<file path="src/rtl/fetch_stage_pkg.sv">
// Shared definitions for the fetch stage.
// Holds the ISA field positions used by downstream decode/stall logic,
// the bubble instruction word, the fetch FSM state encoding and the
// default widths shared by the interface and the top module.
package fetch_stage_pkg;

  // ISA field positions (msb/lsb) as seen by decode and stall control.
  localparam int OPCODE_MSB = 31;
  localparam int OPCODE_LSB = 27;
  localparam int RD_MSB     = 26;
  localparam int RD_LSB     = 22;
  localparam int RS_MSB     = 21;
  localparam int RS_LSB     = 17;
  localparam int RT_MSB     = 16;
  localparam int RT_LSB     = 12;

  // Instruction word injected into squashed / empty slots.
  localparam logic [31:0] NOP_INSTR = 32'h0000_0000;

  // Default widths.
  localparam int IMEM_ADDR_W   = 12;
  localparam int PERF_CNT_W    = 32;

  // EMPTY: q_imem does not hold a usable instruction.
  // FULL : q_imem holds the instruction at if_pc.
  typedef enum logic {
    EMPTY = 1'b0,
    FULL  = 1'b1
  } fetch_state_t;

endpackage

</file>
<file path="src/rtl/fetch_stage_if.sv">
// Bus bundle between the fetch stage and its environment.
// Carries stall/redirect control from the hazard and execute logic, the
// instruction ROM port (address out, data in), the F/D latch outputs and
// the performance counters.
//   master : fetch stage side (drives address, F/D latch, counters)
//   slave  : environment side (drives stall, redirect, target, ROM data)
interface fetch_stage_if
  import fetch_stage_pkg::*;
#(
  parameter int ADDR_W = IMEM_ADDR_W,
  parameter int CNT_W  = PERF_CNT_W
);
  logic              stall;
  logic              redirect;
  logic [31:0]       redirect_target;
  logic [ADDR_W-1:0] address_imem;
  logic [31:0]       q_imem;
  logic [31:0]       fd_ir;
  logic [31:0]       fd_pc;
  logic              fd_valid;
  logic [CNT_W-1:0]  cnt_fetch;
  logic [CNT_W-1:0]  cnt_stall;
  logic [CNT_W-1:0]  cnt_flush;

  modport master (
    input  stall, redirect, redirect_target, q_imem,
    output address_imem, fd_ir, fd_pc, fd_valid,
    output cnt_fetch, cnt_stall, cnt_flush
  );

  modport slave (
    output stall, redirect, redirect_target, q_imem,
    input  address_imem, fd_ir, fd_pc, fd_valid,
    input  cnt_fetch, cnt_stall, cnt_flush
  );
endinterface

</file>
<file path="src/rtl/fetch_perf_counters.sv">
// Three free-running event counters for the fetch stage.
// Ports:
//   clock, reset                      rising-edge clock, sync active-high reset
//   en_fetch, en_stall, en_flush      count enables (one event per cycle)
//   cnt_fetch, cnt_stall, cnt_flush   counter values, wrap modulo 2^CNT_W
module fetch_perf_counters #(
  parameter int CNT_W = 32
) (
  input  logic             clock,
  input  logic             reset,
  input  logic             en_fetch,
  input  logic             en_stall,
  input  logic             en_flush,
  output logic [CNT_W-1:0] cnt_fetch,
  output logic [CNT_W-1:0] cnt_stall,
  output logic [CNT_W-1:0] cnt_flush
);
  logic [2:0] en;
  assign en = {en_flush, en_stall, en_fetch};

  for (genvar gi = 0; gi < 3; gi++) begin : g_cnt
    logic [CNT_W-1:0] cnt_reg;
    always_ff @(posedge clock) begin
      if (reset) begin
        cnt_reg <= '0;
      end else if (en[gi]) begin
        cnt_reg <= cnt_reg + CNT_W'(1);
      end
    end
  end

  assign cnt_fetch = g_cnt[0].cnt_reg;
  assign cnt_stall = g_cnt[1].cnt_reg;
  assign cnt_flush = g_cnt[2].cnt_reg;
endmodule

</file>
<file path="src/rtl/fetch_stage.sv">
// Fetch stage and F/D pipeline latch.
// Owns the fetch PC, drives the synchronous instruction ROM (one cycle read
// latency) and loads the F/D latch. Honours load-use stall and the X-stage
// redirect; squashed slots carry NOP with fd_valid=0.
// Ports:
//   clock, reset  rising-edge clock, synchronous active-high reset
//   bus           fetch_stage_if.master: stall, redirect, redirect_target,
//                 address_imem, q_imem, fd_ir, fd_pc, fd_valid, counters
module fetch_stage
  import fetch_stage_pkg::*;
#(
  parameter int          ADDR_W = IMEM_ADDR_W,
  parameter logic [31:0] NOP    = NOP_INSTR,
  parameter int          CNT_W  = PERF_CNT_W
) (
  input logic            clock,
  input logic            reset,
  fetch_stage_if.master  bus
);
  fetch_state_t state_reg, state_next;
  logic [31:0]  pc_reg, pc_next;        // next address to fetch
  logic [31:0]  if_pc_reg, if_pc_next;  // address whose data is on q_imem
  logic [31:0]  fd_ir_reg, fd_ir_next;
  logic [31:0]  fd_pc_reg, fd_pc_next;
  logic         fd_valid_reg, fd_valid_next;
  logic         fetch_event;
  logic         hold;

  assign hold = bus.stall && !bus.redirect;

  // During a stall the ROM re-reads if_pc so q_imem stays valid for any
  // stall length. On redirect the target is presented straight away.
  always_comb begin
    if (bus.redirect) begin
      bus.address_imem = bus.redirect_target[ADDR_W-1:0];
    end else if (bus.stall) begin
      bus.address_imem = if_pc_reg[ADDR_W-1:0];
    end else begin
      bus.address_imem = pc_reg[ADDR_W-1:0];
    end
  end

  always_comb begin
    state_next    = state_reg;
    pc_next       = pc_reg;
    if_pc_next    = if_pc_reg;
    fd_ir_next    = fd_ir_reg;
    fd_pc_next    = fd_pc_reg;
    fd_valid_next = fd_valid_reg;
    fetch_event   = 1'b0;
    if (bus.redirect) begin
      // Restart the fetch stream at the target exactly as after reset:
      // one more bubble (F slot) follows this one (D slot), then the
      // target instruction arrives with fd_pc = target + 1.
      fd_ir_next    = NOP;
      fd_valid_next = 1'b0;
      fd_pc_next    = '0;
      pc_next       = bus.redirect_target;
      if_pc_next    = bus.redirect_target;
      state_next    = EMPTY;
    end else if (!bus.stall) begin
      if (state_reg == FULL) begin
        fd_ir_next    = bus.q_imem;
        fd_valid_next = 1'b1;
        fd_pc_next    = if_pc_reg + 32'd1;
        fetch_event   = 1'b1;
      end else begin
        fd_ir_next    = NOP;
        fd_valid_next = 1'b0;
        fd_pc_next    = '0;
      end
      if_pc_next = pc_reg;
      pc_next    = pc_reg + 32'd1;
      state_next = FULL;
    end
  end

  always_ff @(posedge clock) begin
    if (reset) begin
      state_reg    <= EMPTY;
      pc_reg       <= '0;
      if_pc_reg    <= '0;
      fd_ir_reg    <= NOP;
      fd_pc_reg    <= '0;
      fd_valid_reg <= 1'b0;
    end else begin
      state_reg    <= state_next;
      pc_reg       <= pc_next;
      if_pc_reg    <= if_pc_next;
      fd_ir_reg    <= fd_ir_next;
      fd_pc_reg    <= fd_pc_next;
      fd_valid_reg <= fd_valid_next;
    end
  end

  assign bus.fd_ir    = fd_ir_reg;
  assign bus.fd_pc    = fd_pc_reg;
  assign bus.fd_valid = fd_valid_reg;

  fetch_perf_counters #(.CNT_W(CNT_W)) u_perf (
    .clock     (clock),
    .reset     (reset),
    .en_fetch  (fetch_event),
    .en_stall  (hold),
    .en_flush  (bus.redirect),
    .cnt_fetch (bus.cnt_fetch),
    .cnt_stall (bus.cnt_stall),
    .cnt_flush (bus.cnt_flush)
  );
endmodule

</file>
<file path="src/flat_wrapper.sv">
// flat-port wrapper written by rule: the top's interface ports become plain ports
module fetch_stage_flat import fetch_stage_pkg::*;
#(
  parameter int          ADDR_W = IMEM_ADDR_W,
  parameter logic [31:0] NOP    = NOP_INSTR,
  parameter int          CNT_W  = PERF_CNT_W
)
  (clock, reset, bus_stall, bus_redirect, bus_redirect_target, bus_q_imem, bus_address_imem, bus_fd_ir, bus_fd_pc, bus_fd_valid, bus_cnt_fetch, bus_cnt_stall, bus_cnt_flush);
  fetch_stage_if #(.ADDR_W(ADDR_W), .CNT_W(CNT_W)) bus_i ();
  input logic clock;
  input logic reset;
  input wire logic [$bits(bus_i.stall)-1:0] bus_stall;
  input wire logic [$bits(bus_i.redirect)-1:0] bus_redirect;
  input wire logic [$bits(bus_i.redirect_target)-1:0] bus_redirect_target;
  input wire logic [$bits(bus_i.q_imem)-1:0] bus_q_imem;
  output wire logic [$bits(bus_i.address_imem)-1:0] bus_address_imem;
  output wire logic [$bits(bus_i.fd_ir)-1:0] bus_fd_ir;
  output wire logic [$bits(bus_i.fd_pc)-1:0] bus_fd_pc;
  output wire logic [$bits(bus_i.fd_valid)-1:0] bus_fd_valid;
  output wire logic [$bits(bus_i.cnt_fetch)-1:0] bus_cnt_fetch;
  output wire logic [$bits(bus_i.cnt_stall)-1:0] bus_cnt_stall;
  output wire logic [$bits(bus_i.cnt_flush)-1:0] bus_cnt_flush;
  assign bus_i.stall = bus_stall;
  assign bus_i.redirect = bus_redirect;
  assign bus_i.redirect_target = bus_redirect_target;
  assign bus_i.q_imem = bus_q_imem;
  assign bus_address_imem = bus_i.address_imem;
  assign bus_fd_ir = bus_i.fd_ir;
  assign bus_fd_pc = bus_i.fd_pc;
  assign bus_fd_valid = bus_i.fd_valid;
  assign bus_cnt_fetch = bus_i.cnt_fetch;
  assign bus_cnt_stall = bus_i.cnt_stall;
  assign bus_cnt_flush = bus_i.cnt_flush;
  fetch_stage #(.ADDR_W(ADDR_W), .NOP(NOP), .CNT_W(CNT_W)) u_core (.clock(clock), .reset(reset), .bus(bus_i));
endmodule
</file>
<file path="config.mk">
export PLATFORM = sky130hd
export DESIGN_NAME = fetch_stage_flat
export DESIGN_NICKNAME = d
export VERILOG_FILES = /design/src/rtl/fetch_stage_pkg.sv /design/src/rtl/fetch_stage_if.sv /design/src/rtl/fetch_perf_counters.sv /design/src/rtl/fetch_stage.sv /design/src/flat_wrapper.sv
export SDC_FILE = /design/constraint.sdc
export NUM_CORES = 1
export LEC_CHECK = 0
export CAP_MARGIN = 0
export CELL_PAD_IN_SITES_DETAIL_PLACEMENT = 0
export CELL_PAD_IN_SITES_GLOBAL_PLACEMENT = 1
export CORE_MARGIN = 3
export CORE_UTILIZATION = 40
export DETAILED_ROUTE_END_ITERATION = 10
export PLACE_DENSITY_LB_ADDON = 0.1
export SLEW_MARGIN = 20
export SYNTH_ARGS = -nofsm -noshare
export SYNTH_HDL_FRONTEND = slang
export SYNTH_HIERARCHICAL = 1
export SYNTH_SLANG_ARGS = --single-unit
</file>
<file path="constraint.sdc">
create_clock -name clock -period 4.4 [get_ports clock]
set_input_delay 0.44 -clock clock [delete_from_list [all_inputs] [get_ports clock]]
set_output_delay 0.44 -clock clock [all_outputs]
set_load 0.05 [all_outputs]
</file>
# After elaboration in Yosys (flattened, before gate mapping)
# Cells that the tools add are included.
dict set report word_totals {
  out_inout_bits 173
  register_bits 226
  wordCells 29
}
dict set report op_classes {
  n_reduce_logical 3
  n_addsub 5
  n_eq_ne 1
  mux 11
}
# operator n
set op_table {}
lappend op_table {{2-to-1 mux 32 bit} 6}
lappend op_table {{adder 32 x 1 -> 32 bit, second input constant} 5}
lappend op_table {{2-to-1 mux 12 bit} 2}
lappend op_table {{2-to-1 mux 1 bit} 3}
lappend op_table {{!= test 2 x 1 -> 1 bit, second input constant} 1}
lappend op_table {{OR reduction 2 bit} 1}
lappend op_table {{logical AND 1 bit} 1}
lappend op_table {{logical NOT 1 bit} 1}

# Longest topological paths before layout
dict set report logic_depth {
  ltp_word 3
  mapped_depth 10
  ltp_nobuf 7
}

# Cells and area by module
# Netlist, hierarchy kept.
# module instances area_per_inst_um2 seq_area_each_um2 cells_per_inst
set by_module_without_submodules {}
lappend by_module_without_submodules {fetch_stage 1 5964.5 2602.5 672}
lappend by_module_without_submodules {fetch_perf_counters 1 4515.6 1921.8 533}

# Worst setup path before layout
# No wires, ideal clock.
dict set report synth_timing {
  kind {input-to-reg}
  startpoint {input bus_redirect}
  endpoint {register u_core.u_perf.g_cnt[0].cnt_reg[26], in the netlist u_core/u_perf/cnt_fetch[26]}
  path_slack_ns 1.669
  required_time_ns 4.330
  t_arrival_ns 2.661
  stages 8
  cell_sequence {clkbuf_1 -> buf_1 -> nor2_1 -> nand4_4 -> or4_1 -> buf_2 -> or4_1 -> a21oi_1}
}
dict set report synth_between {
  elab_chain_cells 1
}
# item line
set synth_lines {}
lappend synth_lines {{start: declaration} flat_wrapper.sv:13} ;# input wire logic [$bits(bus_i.redirect)-1:0] bus_redirect;
lappend synth_lines {{2-to-1 mux 1 bit} fetch_stage.sv:51} ;# if (bus.redirect) begin
lappend synth_lines {{named net u_core.fetch_event} fetch_stage.sv:26} ;# logic fetch_event;
lappend synth_lines {{end signal: assignment} fetch_perf_counters.sv:27} ;# cnt_reg <= cnt_reg + CNT_W'(1);
lappend synth_lines {{end: declaration} fetch_perf_counters.sv:22} ;# logic [CNT_W-1:0] cnt_reg;
# The timed path passes the listed nets, and every way through them passes these cells.
# A chain may end at the register's enable or synchronous reset.

# Worst setup path after layout
dict set report layout_timing {
  startpoint {input bus_redirect}
  endpoint {output bus_address_imem[9]}
}
dict set report layout_between {
  elab_chain_cells 1
}
# item line
set layout_lines {}
lappend layout_lines {{2-to-1 mux 12 bit} fetch_stage.sv:34} ;# if (bus.redirect) begin
lappend layout_lines {{end: declaration} flat_wrapper.sv:16} ;# output wire logic [$bits(bus_i.address_imem)-1:0] bus_address_imem;
# Every way passes these cells.

==> results.tsv <==
stage	metric	value	unit
run_status	status	completed	
sta	hold_violations	0	
worst_setup_path	path_delay_family	buffers and inverters	
cells_and_area	nets	1479	
worst_setup_path	cp_cell_sequence	buf_2 -> clkinv_1 -> nor2_1 -> nor2_1 -> clkdlybuf4s50_1	
worst_setup_path	cp_common_cell	nor2_1	
cts	clkLatencyLatePin	520	ps
cts	post_cts_buffers	0	
min_path	hold_depth	2	
floorplan	io_pins	241	
sta	fin_crit	2981	ps
grt	antenna_found_initial	0	
cts	cts_root_buf	clkbuf_16	
worst_setup_path	crit_arrival	2540	ps
flow_run	drv_cap	0	
worst_setup_path	cp.required	3960	ps
sta	fin_crit_sh	67.74	%
cts	cts_buffer_depth	3	
cts	cts-buffers-inserted	26	
grt	grt_max_degree	118	
power	netSwitchingPower	0.001107	W
floorplan	fp.dieH	167.9	µm
floorplan	start_util	41.14	%
grt	grtUsageTotal	19.27	%
placement	numPortBuffers	240	
sta	fmax	335.5	MHz
grt	grt_pass1_vias	8615	
power	clkPwrFrac	44.8	%
worst_setup_path	cp-start-kind	input pin	
routing	vias	9469	
worst_setup_path	max_stage_delay	710	ps
sta	slew_headroom	48.13	%
routing	via_per_inst	5.408	
worst_setup_path	r2r_cells	6	
sta	rsz0062_at_grt	false	
cts	cts_tree	built	
cells_and_area	fin_util	54.27	%
power	power_frac_comb	8.0	%
routing	route.final.wire_length	28740	µm
synthesis	synthArstFlopShare	0	%
synthesis	syn_nets	1278	
cells_and_area	multi_input_area	5494	µm²
sta	worstMarginPinSlew	776.1	ps
floorplan	core-area	25470	µm²
placement	dp_hpwl	19880	µm
synthesis	syn_area	10480	µm²
synthesis	ys_seq_elements	226	
routing	drc_errors	0	
routing	drtPass1Iterations	5	
sta	finClkSkew	8.037	ps
power	pwr-share-seq	47.2	%
sta	final_max_slew_viol_count	0	
cts	cts_resized	0	
grt	grt_pass1_wl	46110	µm
synthesis	synth_edf_count	0	
cts	clock-sinks	226	
cells_and_area	drive_above_1_share	5.841	%
cts	cts.htree.levels	1	
power	pwr_density_cell	331.9	nW/µm²
cells_and_area	ff_latch_area	4524	µm²
cells_and_area	fillerInstances	2392	
routing	antenna_left	0	
synthesis	synth.avg_cell_area	8.697	µm²
floorplan	placementRows	58	
cells_and_area	area_growth	31.91	%
sta	tns	0	ps
power	peakVddDrop	0.2651	mV
placement	gp_congestion	0.7907	
synthesis	yosysSeqAreaShare	43.17	%
cts	cts_hold_buffers	0	
sta	setup_viol	0	
cells_and_area	antenna_cells	0	
worst_setup_path	cp_max_fo	26	
power	p_int	0.003481	W
worst_setup_path	slowest_stage	clkdlybuf4s50_1	
worst_setup_path	path_class	input pin to primary output	
worst_setup_path	crit_cells	5	
synthesis	ys.flop_type	dfxtp_1	
power	switching_share	24.12	%
min_path	hold_path_class	input pin to flop	
cts	clk_pin_slew_worst_paths	60	ps
floorplan	die_x	167.9	µm
worst_setup_path	critPathCaptureType	primary output	
worst_setup_path	cp.buffers_inverters	3	
grt	overflow	0	
routing	avgRoutedWirePerCell	16.41	µm
power	cellLeakagePower	4.632	nW
routing	drt-initial-drc-count	601	
synthesis	synth_cells	1205	
synthesis	yosysWarnings	6	
floorplan	die_area	28180	µm²
synthesis	yosys.cell_types.count	53	
==> power by group through the flow <==
| stage | registers [W] | clock network, W | logic [W] |
|---|---|---|---|
| 6_report | 0.00217 | 0.00205 | 0.000369 |
| 5_1_grt | 0.00217 | 0.00220 | 0.000399 |
| 4_1_cts | 0.00217 | 0.00212 | 0.000372 |
| 3_5_place_dp | 0.00221 | 0 | 0.000370 |
| 3_3_place_gp | 0.00221 | 0 | 0.000369 |
| 2_1_floorplan | 0.00222 | 0 | 0.000207 |
==> cells in the final DEF, fill, tap and decap left out, drive strengths merged, types with 44 or more instances in the layout <==
cell           count
o21ai             52
a21oi             82
xnor2             48
clkdlybuf4s50    228
nand3             51
nand2             73
nor2             118
nand4             53
dfxtp            226
xor2              44
==> final timing paths <==
| kind | start | endpoint | slack [ps] |
|---|---|---|---|
| max reg2reg | u_core/state_reg | u_core/u_perf/cnt_fetch[20] | 1580 |
| min | reset | u_core/if_pc_reg[0] | 320 |
| max | bus_redirect | bus_address_imem[9] | 1420 |
| min reg2reg | u_core/bus.fd_pc[25] | u_core/bus.fd_pc[25] | 450 |
==> through the flow <==
step | cell area, µm² | setup WS, ps | cells | power (W) | hold slack (ps)
5_1_grt | 13820 | 1251 | 1751 | 0.004768 | 314.9
4_1_cts | 13820 | 1372 | 1751 | 0.004653 | 296.7
6_report | 13820 | 1419 | 1751 | 0.004588 | 316.1
3_3_place_gp | 13020 | 1062 | 1708 | 0.002579 | 437.6
3_5_place_dp | 13020 | 980.6 | 1708 | 0.002580 | 441.2
2_1_floorplan | 10480 | 1669 | 1205 | 0.002422 | 454.5
==> synthesized netlist by cell type, types with 10 or more instances <==
cell type | count | area (µm²)
dfxtp_1 | 226 | 4524
nor2_1 | 118 | 442.9
a21oi_1 | 82 | 410.4
nand2_1 | 73 | 274.0
clkbuf_1 | 55 | 206.5
nand3_1 | 51 | 255.2
xnor2_1 | 48 | 420.4
nand4_1 | 46 | 287.8
xor2_1 | 44 | 385.4
o21ai_0 | 43 | 215.2
a22oi_1 | 39 | 292.8
inv_1 | 39 | 146.4
a21boi_0 | 36 | 270.3
or4_1 | 36 | 270.3
o31ai_1 | 31 | 232.7
nor3_1 | 29 | 145.1
or3_1 | 29 | 181.4
mux2i_1 | 26 | 260.3
a211oi_1 | 20 | 150.1
and4_1 | 20 | 175.2
and3_1 | 14 | 87.58
nor2b_1 | 14 | 87.58
buf_2 | 10 | 50.05
==> metal layers <==
| layer | up-vias | global-route usage (%) | share of wire (%) |
|---|---|---|---|
| li1 | 4767 | - | - |
| met1 | 4454 | 27.32 | 48 |
| met2 | 215 | 31.45 | 46 |
| met3 | 33 | 2.700 | 5.1 |
| met4 | 0 | 4.091 | 1.7 |
| met5 | - | 0 | 0 |
==> kinds of logic after synthesis <==
| logic type | synth area share [%] |
|---|---|
| and+or+nand+nor | 25.47 |
| AOI/OAI and AO/OA | 15.95 |
| DFF | 43.17 |
| buffers and inverters | 4.429 |
| xor gates and xnor gates | 7.689 |
| muxes | 2.698 |
| adders and majority gates | 0.5969 |
==> area by class of cell <==
cell class / instances / share of cell area (%)
well taps: 330 / 2.987
clock inverters: 2 / 0.07240
flip-flops and latches: 226 / 32.73
clock buffers: 41 / 5.774
multi-input cells: 865 / 39.74
repair buffers: 247 / 17.61
inverters: 40 / 1.086
No activity file was read; power rests on OpenSTA's default activity.
